**config.mk**
```make
export PLATFORM = sky130hd
export DESIGN_NAME = vegeta_sparse_mac_pe
export DESIGN_NICKNAME = d
export VERILOG_FILES = /design/src/rtl/vTPU_pkg.sv /design/src/rtl/vegeta_lane_select_mul.sv /design/src/rtl/vegeta_sparse_mac_pe.sv
export SDC_FILE = /design/constraint.sdc
export NUM_CORES = 1
export LEC_CHECK = 0
export ABC_AREA = 1
export BUFFER_PORTS_ARGS = -buffer_cell sky130_fd_sc_hd__buf_4
export CAP_MARGIN = 20
export CORE_MARGIN = 4
export CORE_UTILIZATION = 45
export CTS_CLUSTER_DIAMETER = 30
export CTS_CLUSTER_SIZE = 14
export DETAILED_ROUTE_END_ITERATION = 7
export PLACE_DENSITY = 0.75
export SLEW_MARGIN = 15
export SYNTH_ARGS = -nofsm -noshare
export SYNTH_HDL_FRONTEND = slang
export SYNTH_SLANG_ARGS = --single-unit
```
**constraint.sdc**
```tcl
create_clock -name clk -period 5.4 [get_ports clk]
set_input_delay 0.27 -clock clk [delete_from_list [all_inputs] [get_ports clk]]
set_output_delay 0.27 -clock clk [all_outputs]
set_load 0.01 [all_outputs]
```
**src/rtl/vTPU_pkg.sv**
```systemverilog
// rtl/vTPU_pkg.sv - shared types and helpers for the VEGETA sparse PE
package vTPU_pkg;

  // Sparsity mode as sampled with each activation block; 11 is reserved and treated as dense
  typedef enum logic [1:0] {
    SP_DENSE = 2'b00,
    SP_NM    = 2'b01,
    SP_1M    = 2'b10,
    SP_RSVD  = 2'b11
  } sp_mode_e;

  // Width of one compressed-weight lane slice: weight value plus its metadata index
  function automatic int lane_slice_w(input int mul_w, input int meta_w);
    return mul_w + meta_w;
  endfunction

endpackage

```
**src/rtl/vegeta_lane_select_mul.sv**
```systemverilog
// rtl/vegeta_lane_select_mul.sv - per-lane activation select and signed multiply
module vegeta_lane_select_mul
  import vTPU_pkg::*;
#(
  parameter int MUL_W = 8,
  parameter int M     = 4,
  parameter int LANE  = 0,
  localparam int META_W = $clog2(M)
) (
  input  sp_mode_e                  mode,
  input  logic [M*MUL_W-1:0]        act_in,
  input  logic signed [MUL_W-1:0]   weight,
  input  logic [META_W-1:0]         meta,
  output logic signed [2*MUL_W-1:0] product
);

  logic [META_W-1:0]         sel_idx;
  logic                      lane_en;
  logic signed [MUL_W-1:0]   act_sel;
  logic signed [2*MUL_W-1:0] act_ext;
  logic signed [2*MUL_W-1:0] w_ext;

  // Pick the activation index for this lane; only lane 0 survives in 1:M mode
  always_comb begin
    sel_idx = META_W'(LANE);
    lane_en = 1'b1;
    case (mode)
      SP_NM:   sel_idx = meta;
      SP_1M: begin
        sel_idx = meta;
        lane_en = (LANE == 0);
      end
      default: sel_idx = META_W'(LANE);
    endcase
  end

  // Activation mux written as a compare loop so the index never needs a width-changing multiply
  always_comb begin
    act_sel = '0;
    for (int j = 0; j < M; j++) begin
      if (sel_idx == META_W'(j)) act_sel = act_in[j*MUL_W +: MUL_W];
    end
  end

  // Both operands sign-extended to full product width so the multiply is exact
  always_comb begin
    act_ext = {{MUL_W{act_sel[MUL_W-1]}}, act_sel};
    w_ext   = {{MUL_W{weight[MUL_W-1]}}, weight};
    product = lane_en ? act_ext * w_ext : '0;
  end

endmodule

```
**src/rtl/vegeta_sparse_mac_pe.sv**
```systemverilog
// rtl/vegeta_sparse_mac_pe.sv - sparse systolic MAC PE; VEGETA_MAC_SAT_EN enables saturating accumulate and acc_sat
module vegeta_sparse_mac_pe
  import vTPU_pkg::*;
#(
  parameter int MUL_W = 8,
  parameter int ACC_W = 32,
  parameter int M     = 4,
  parameter int N_MAX = 2,
  parameter int NBUF  = 2,
  localparam int META_W = $clog2(M),
  localparam int LANE_W = MUL_W + META_W,
  localparam int WORD_W = N_MAX * LANE_W,
  localparam int BANK_W = $clog2(NBUF)
) (
  input  logic               clk,
  input  logic               rst_n,
  input  logic [1:0]         sp_mode,
  input  logic               w_valid_in,
  input  logic [WORD_W-1:0]  w_in,
  input  logic [BANK_W-1:0]  w_bank_wr,
  output logic               w_valid_out,
  output logic [WORD_W-1:0]  w_out,
  output logic [BANK_W-1:0]  w_bank_wr_out,
  input  logic               in_valid,
  input  logic [M*MUL_W-1:0] act_in,
  input  logic [ACC_W-1:0]   acc_in,
  input  logic [BANK_W-1:0]  w_bank_rd,
  output logic               act_valid_out,
  output logic [M*MUL_W-1:0] act_out,
  output logic               acc_valid,
  output logic [ACC_W-1:0]   acc_out,
  output logic               bank_conflict
`ifdef VEGETA_MAC_SAT_EN
  ,
  output logic               acc_sat
`endif
);

`ifdef VEGETA_MAC_SAT_EN
  localparam int SUM_W = ACC_W + 1;
`else
  localparam int SUM_W = ACC_W;
`endif

  logic [WORD_W-1:0]         bank_q [NBUF];
  logic [WORD_W-1:0]         rd_word;
  sp_mode_e                  mode_e;
  logic signed [2*MUL_W-1:0] prod_d [N_MAX];
  logic signed [2*MUL_W-1:0] prod_q [N_MAX];
  logic [ACC_W-1:0]          acc_q;
  logic                      s1_valid;
  logic signed [SUM_W-1:0]   sum_ext;
  logic [ACC_W-1:0]          acc_next;
  logic                      sat_next;

  assign mode_e  = sp_mode_e'(sp_mode);
  // Combinational read sees the pre-edge contents, so a same-cycle write never leaks into compute
  assign rd_word = bank_q[w_bank_rd];

  // Weight banks: written on w_valid_in, cleared on reset
  always_ff @(posedge clk) begin
    if (!rst_n) begin
      for (int i = 0; i < NBUF; i++) bank_q[i] <= '0;
    end else if (w_valid_in && (int'(w_bank_wr) < NBUF)) begin
      bank_q[w_bank_wr] <= w_in;
    end
  end

  // Weight forwarding to the neighbour PE; data holds while no new word arrives
  always_ff @(posedge clk) begin
    if (!rst_n) begin
      w_valid_out   <= 1'b0;
      w_out         <= '0;
      w_bank_wr_out <= '0;
    end else begin
      w_valid_out <= w_valid_in;
      if (w_valid_in) begin
        w_out         <= w_in;
        w_bank_wr_out <= w_bank_wr;
      end
    end
  end

  // Activation forwarding, independent of sparsity mode
  always_ff @(posedge clk) begin
    if (!rst_n) begin
      act_valid_out <= 1'b0;
      act_out       <= '0;
    end else begin
      act_valid_out <= in_valid;
      act_out       <= act_in;
    end
  end

  // Sticky flag for a write and a compute read hitting the same bank in one cycle
  always_ff @(posedge clk) begin
    if (!rst_n) begin
      bank_conflict <= 1'b0;
    end else if (w_valid_in && in_valid && (w_bank_wr == w_bank_rd)) begin
      bank_conflict <= 1'b1;
    end
  end

  genvar k;
  generate
    for (k = 0; k < N_MAX; k++) begin : g_lane
      vegeta_lane_select_mul #(
        .MUL_W (MUL_W),
        .M     (M),
        .LANE  (k)
      ) u_lane (
        .mode    (mode_e),
        .act_in  (act_in),
        .weight  (rd_word[k*LANE_W +: MUL_W]),
        .meta    (rd_word[k*LANE_W+MUL_W +: META_W]),
        .product (prod_d[k])
      );
    end
  endgenerate

  // Stage 1: register lane products with the incoming partial sum
  always_ff @(posedge clk) begin
    if (!rst_n) begin
      s1_valid <= 1'b0;
      acc_q    <= '0;
      for (int i = 0; i < N_MAX; i++) prod_q[i] <= '0;
    end else begin
      s1_valid <= in_valid;
      if (in_valid) begin
        acc_q <= acc_in;
        for (int i = 0; i < N_MAX; i++) prod_q[i] <= prod_d[i];
      end
    end
  end

  // Stage 2 adder: partial sum plus sign-extended lane products, then wrap or clamp
  always_comb begin
`ifdef VEGETA_MAC_SAT_EN
    sum_ext = {acc_q[ACC_W-1], acc_q};
`else
    sum_ext = acc_q;
`endif
    for (int i = 0; i < N_MAX; i++) begin
      sum_ext = sum_ext + {{(SUM_W-2*MUL_W){prod_q[i][2*MUL_W-1]}}, prod_q[i]};
    end
`ifdef VEGETA_MAC_SAT_EN
    sat_next = (sum_ext[ACC_W] != sum_ext[ACC_W-1]);
    if (!sat_next) begin
      acc_next = sum_ext[ACC_W-1:0];
    end else if (sum_ext[ACC_W]) begin
      acc_next = {1'b1, {(ACC_W-1){1'b0}}};
    end else begin
      acc_next = {1'b0, {(ACC_W-1){1'b1}}};
    end
`else
    sat_next = 1'b0;
    acc_next = sum_ext;
`endif
  end

  // Stage 2 register: result holds while no block completes
  always_ff @(posedge clk) begin
    if (!rst_n) begin
      acc_valid <= 1'b0;
      acc_out   <= '0;
    end else begin
      acc_valid <= s1_valid;
      if (s1_valid) acc_out <= acc_next;
    end
  end

`ifdef VEGETA_MAC_SAT_EN
  // Clamp indicator travels with acc_out
  always_ff @(posedge clk) begin
    if (!rst_n) begin
      acc_sat <= 1'b0;
    end else if (s1_valid) begin
      acc_sat <= sat_next;
    end
  end
`else
  logic unused_sat;
  assign unused_sat = sat_next;
`endif

endmodule

```
==> results of run 1 <==
[power by group]
part           switching [mW]  internal [mW]
combinational            3.94           2.45
clock                   0.588          0.743
sequential              0.124           1.74
[through the flow]
step                hold WS, ps  worst slack (ps)
global route              11.46             1.362
floorplan                 363.5             368.1
detailed placement        455.6            -144.3
CTS                       1.892             308.8
global placement          452.4            -104.8
finish                    12.44             312.1
[cell usage in the layout (no fill, tap or decap), types with 4 or more instances in the layout]
| cell type | Yosys | layout |
|---|---|---|
| clkbuf_16 | 0 | 17 |
| nand3_1 | 61 | 61 |
| ha_1 | 89 | 86 |
| nand2_2 | 5 | 6 |
| o22ai_1 | 21 | 21 |
| o21bai_1 | 5 | 5 |
| a31oi_1 | 4 | 4 |
| inv_2 | 12 | 12 |
| edfxtp_1 | 72 | 72 |
| inv_6 | 1 | 8 |
| xnor2_1 | 10 | 10 |
| o21ai_0 | 82 | 81 |
| xor2_1 | 14 | 14 |
| a21o_1 | 4 | 4 |
| nor3_1 | 11 | 11 |
| o21ai_2 | 10 | 10 |
| o21ai_1 | 10 | 11 |
| fa_1 | 142 | 141 |
| or2_2 | 10 | 10 |
| inv_1 | 478 | 478 |
| nor2_1 | 218 | 217 |
| a21oi_1 | 105 | 105 |
| nand4_1 | 4 | 4 |
| nand2_1 | 423 | 422 |
| buf_4 | 0 | 216 |
| dfxtp_1 | 121 | 121 |
[area by class of cell]
cell class | instances | area [um^2] | share of cell area [%]
Clock buffer | 17 | 425.4 | 2.350
Tap cell | 448 | 560.5 | 3.096
Inverter | 492 | 1854 | 10.24
Multi-Input combinational cell | 1266 | 8810 | 48.66
Clock inverter | 15 | 191.4 | 1.057
Sequential cell | 193 | 4584 | 25.32
Timing Repair Buffer | 220 | 1679 | 9.274
[critical path: stages (launching register included)]
cell and delay [ps]:
edfxtp_1 360, or2_4 280, nand2_8 100, nand2_1 130
o221ai_2 170, o21ai_2 150, nand2_1 130, nand2_1 90
fa_1 550, inv_1 50, fa_1 480, fa_1 540
inv_1 50, fa_1 520, inv_1 40, ha_1 330
nand2_1 80, o21ai_0 270, a21oi_1 110, or2_2 290
a21oi_1 180
[sequential cells by signal, summed over array words and instances, names as in the netlist]
signal and count:
act_out 32, bank_q 40, s1_valid 1, bank_conflict 1, acc_q 32, w_bank_wr_out 1
w_out 20, acc_valid 1, acc_out 32, w_valid_out 1, prod_q 32
[what timing repair did]
action / 4_1_cts / 5_1_grt
setup endpoints to repair: 0 / 6
endpoints found under the hold margin: 3 / 0
hold buffers: 3 / 0
setup buffers: 0 / 0
gates resized for setup: 0 / 9
[per-layer routing]
layer,vias to the layer above,share of wire (%)
met2,420,48
li1,6442,-
met3,53,6.8
met5,-,0
met4,0,1.8
met1,5912,44
[cells by family (layout without fill, tap and decap cells)]
logic type	Yosys count	after routing	share of synthesized area, %
flops	193	193	29.86
compound gates	257	257	9.640
simple gates	751	751	20.20
fa+ha+maj	231	231	25.77
buf+inv	526	744	12.97
mux	3	3	0.1956
xor+xnor	24	24	1.369
[final timing paths]
check | endpoint | slack (ps) | cells past startpoint
worst min-delay path | acc_q[25] | 10 | 3
worst min register to register | w_out[17] | 470 | 2
worst max-delay path | prod_q[0][27] | 310 | 20
worst max register to register | prod_q[0][27] | 310 | 20
==> flow_summary.toml, run 1 <==
[floorplanning]
die_width_um = 192.7
die_h_um = 192.7
ios = 181
fp-row-count = 67
initial_core_util_pct = 45.68
coreArea_um2 = 33620
die-area_um2 = 37140

[drt]
vias = 12827
post_drt_wl_per_cell_um = 14.45
drc = 0
drt-pass1-iter-count = 5
routed_wl_um = 38300
drtAntennaViolNets = 0
drt_iter0_drc = 847
vias_per_cell = 4.839

[setup_path]
setup.worst_path.start_class = "flip-flop"
cp.arrival_ps = 5360
path_class = "flip-flop to flip-flop"
required_ps = 5670
crit_start = "bank_q[1][19]"
rr_startpoint = "bank_q[1][19]"
endpoint_kind = "flip-flop"
crit_fanout = 10

[placement]
dp_hpwl_um = 31680
gp_congestion = 0.9421
portBuffers = 180
placed_cell_area_um2 = 17400
placedCellCount = 2615

[clock_network]
cts_tree = "done"
clock_sink_count = 193
clk_latency_ps = 450
cts_buffer_depth = 2
htreeDepth = 4
cts_buffers = 17
clk_pin_slew_worst_paths_ps = 80
clockRootBuffer = "clkbuf_16"

[synthesis]
synth_top_area_share_pct = 18.51
synth_ff_type = "dfxtp_1"
yosysSeqAreaShare_pct = 29.86
synth_cells = 1985
synthArstFlopShare_pct = 0
synth-edff-count = 72
syn_area_um2 = 15350
synthTopCellsByArea = "fa_1 19%, dfxtp_1 16%, edfxtp_1 14%"
synth_fp_nets = 2308
synth-seq-cells = 193
yosysWarningCount = 0
synth.distinct_cells = 49
yosysMostFrequentCell = "inv_1"
avgSynthCellArea_um2 = 7.735
synth_common_cells = "478 x inv_1, 423 x nand2_1, 218 x nor2_1"
yosysTopAreaCell = "fa_1"

[sta]
final.setup.tns_ps = 0
finalSetupViolations = 0
rsz0062_at_grt = "false"
period_needed_ps = 5088
fin_crit_sh_pct = 94.22
fmax_ghz = 0.1965
worst_slew_pin_slew_ps = 979.7
slew_viol_final = 0
finalHoldViolations = 0
worst_clock_skew_ps = 14.64
max-slew-margin-rel_pct = 34.69

[pwr]
total_power_mw = 9.588
power_density_nw_per_um2 = 529.6
leakage_nw = 9.616
vdd.ir_drop.worst_mv = 0.3807

[global_route]
grt_max_degree = 65
grt_overflow = 0
grt_pass1_wl_um = 63440
grt_pass1_vias = 13104
grt_util_met2_pct = 36.74
antenna_found_initial = 1
grt-busiest-layer = "met2"
grt_use_met1_pct = 27.69
use_met3_pct = 3.889
grt_usage_pct = 21.28

[final_layout]
antenna-diode-count = 0
drive_gt1_share_pct = 14.34
fin_nets = 2513
final.fill_count = 3115
design_area_um2 = 18100
syn_to_final_growth_pct = 17.91
finish.utilization_pct = 53.86
instances_no_fill = 2651

[min_path]
min_from = "acc_in[25]"
hold_path_class = "input port to flip-flop"

[run_status]
outcome = "finished, final reports clean"

[job]
cap_violations = 0
(Power assumes the default switching activity.)
==> run 2, diff against run 1 <==
- REMOVE_ABC_BUFFERS: default -> 1
- clock period: 5.4 -> 6.1 ns (I/O delays scaled with it)
==> run 2 against run 1 <==
Via count about the same. Largest power group unchanged. Final cell count down 1.3%. Die area unchanged. Critical path depth up 6. Combinational power down 13%. Critical path type is now input port to flip-flop. Register-to-register slack better by 580 ps. Total power down 13%. Clock power down 17%.
==> flow_summary.toml, run 2 (synthesized netlist as in run 1, its figures left out) <==
[drt]
wl_met2_um = 18510
routed.top_layer = "met4"
drtAntennaViolNets = 0
drc = 0
vias_per_cell = 4.904
drt_iter0_drc = 861
met1Wirelength_um = 17450
drt-pass1-iter-count = 6
routed_wl_um = 39240
post_drt_wl_per_cell_um = 14.99
vias = 12833
met3WireLength_um = 2415

[setup_path]
path_depth = 26
r2r_cells = 24
cp_top_family = "adder cells"
crit_path_frequent_cell = "inv_1"
crit_fanout = 8
crit_path_top_delay_cell = "fa_1"
cp.arrival_ps = 5550
endpoint_kind = "flip-flop"
max_stage_delay_ps = 560
path_class = "input port to flip-flop"
required_ps = 6370
crit_buf_inv = 9
setup.worst_path.start_class = "input port"

[clock_network]
post-cts-setup-buffers = 0
cts_hold_buffers = 0
cts_tree = "done"
cts_buffer_depth = 2
clk_latency_ps = 450
cts_buffers = 17
clockRootBuffer = "clkbuf_16"
htreeDepth = 4
cts_resized = 0
clk_pin_slew_worst_paths_ps = 70
clock_sink_count = 193

[global_route]
grt_pass1_wl_um = 64190
grt_overflow = 0
antenna_found_initial = 0
grt_pass1_vias = 12770
grt_max_degree = 65
grt_usage_pct = 21.80

[sta]
slew_viol_final = 0
final.setup.tns_ps = 0
fmax_ghz = 0.1895
finalHoldViolations = 0
worst_clock_skew_ps = 10.38
worst_slew_pin_slew_ps = 1012
period_needed_ps = 5277
finalSetupViolations = 0
rsz0062_at_grt = "false"
setup_ws_ps = 822.6
max-slew-margin-rel_pct = 32.53
fin_crit_sh_pct = 86.51

[pwr]
power_density_nw_per_um2 = 467.8
vdd.ir_drop.worst_mv = 0.2867
leakage_nw = 9.444

[placement]
dp_hpwl_um = 32210
gp_congestion = 0.9477
placed_cell_area_um2 = 17170
dp_slack_ps = 411.4
portBuffers = 180

[final_layout]
design_area_um2 = 17760
final_cell_mix = "478 x inv_1, 423 x nand2_1, 218 x nor2_1"
largest_register_ffs = 40
fin_nets = 2479
drive_gt1_share_pct = 12.91
final.fill_count = 3176
syn_to_final_growth_pct = 15.68
antenna-diode-count = 0
final_common_cell = "inv_1"
regMostFlops = "bank_q"

[floorplanning]
coreArea_um2 = 33620
die_width_um = 192.7
initial_core_util_pct = 45.68
ios = 181
die_h_um = 192.7
fp-row-count = 67
die-area_um2 = 37140

[run_status]
outcome = "finished, final reports clean"

[job]
cap_violations = 0

[min_path]
holdPathStages = 3
hold_path_class = "input port to flip-flop"
==> run 2: changes by cell type in the layout (fill, tap and decap cells not counted), sizes merged <==
cell / previous run / this run
inv: 501 / 503
buf: 217 / 186
clkinvlp: 1 / 0
bufinv: 3 / 0
dlygate4sd3: 3 / 0
clkbuf: 17 / 19
==> run 2: report_power, final <==
| part | internal, mW | leakage [nW] | switching [mW] |
|---|---|---|---|
| combinational | 2.06 | 7.41 | 3.49 |
| sequential | 1.54 | 1.75 | 0.117 |
| clock | 0.563 | 0.288 | 0.539 |
==> run 2: path summary, 6_finish.rpt <==
kind,slack (ps),to,start
max,820,prod_q[0][30],sp_mode[0]
min,40,act_out[15],act_in[15]
max reg2reg,890,prod_q[0][13],bank_q[1][8]
min reg2reg,470,w_out[16],w_out[16]
==> run 2: metrics by stage <==
step	utilization, %	hold WS [ps]	instances	power [mW]
final	52.84	39.44	2617	8.310
after detailed placement	51.07	455.5	2584	7.170
after global routing	52.84	42.80	2617	9.273
after global placement	51.07	452.9	2584	6.992
after floorplan	-	398.5	1951	5.821
after CTS	52.76	22.91	2616	8.308
==> run 2: tightest hold or removal path: stages <==
cell,delay [ps]
buf_4,80
nand2_1,40
inv_1,40
==> run 2: layer usage <==
layer  vias to the layer above  GRT usage, %
met5                         -             0
met4                         0         6.061
met3                        58         3.925
met2                       375         36.66
met1                      6024         28.99
li1                       6376             -
==> run 2: area by class of cell <==
class,instances,area [um^2],area share (%)
inverter,492,1854,10.44
clock inverter,13,111.4,0.6269
clock buffer,19,455.4,2.564
tap,448,560.5,3.156
sequential,193,4586,25.82
multi-input combinational,1266,8778,49.42
timing repair buffer,186,1416,7.974
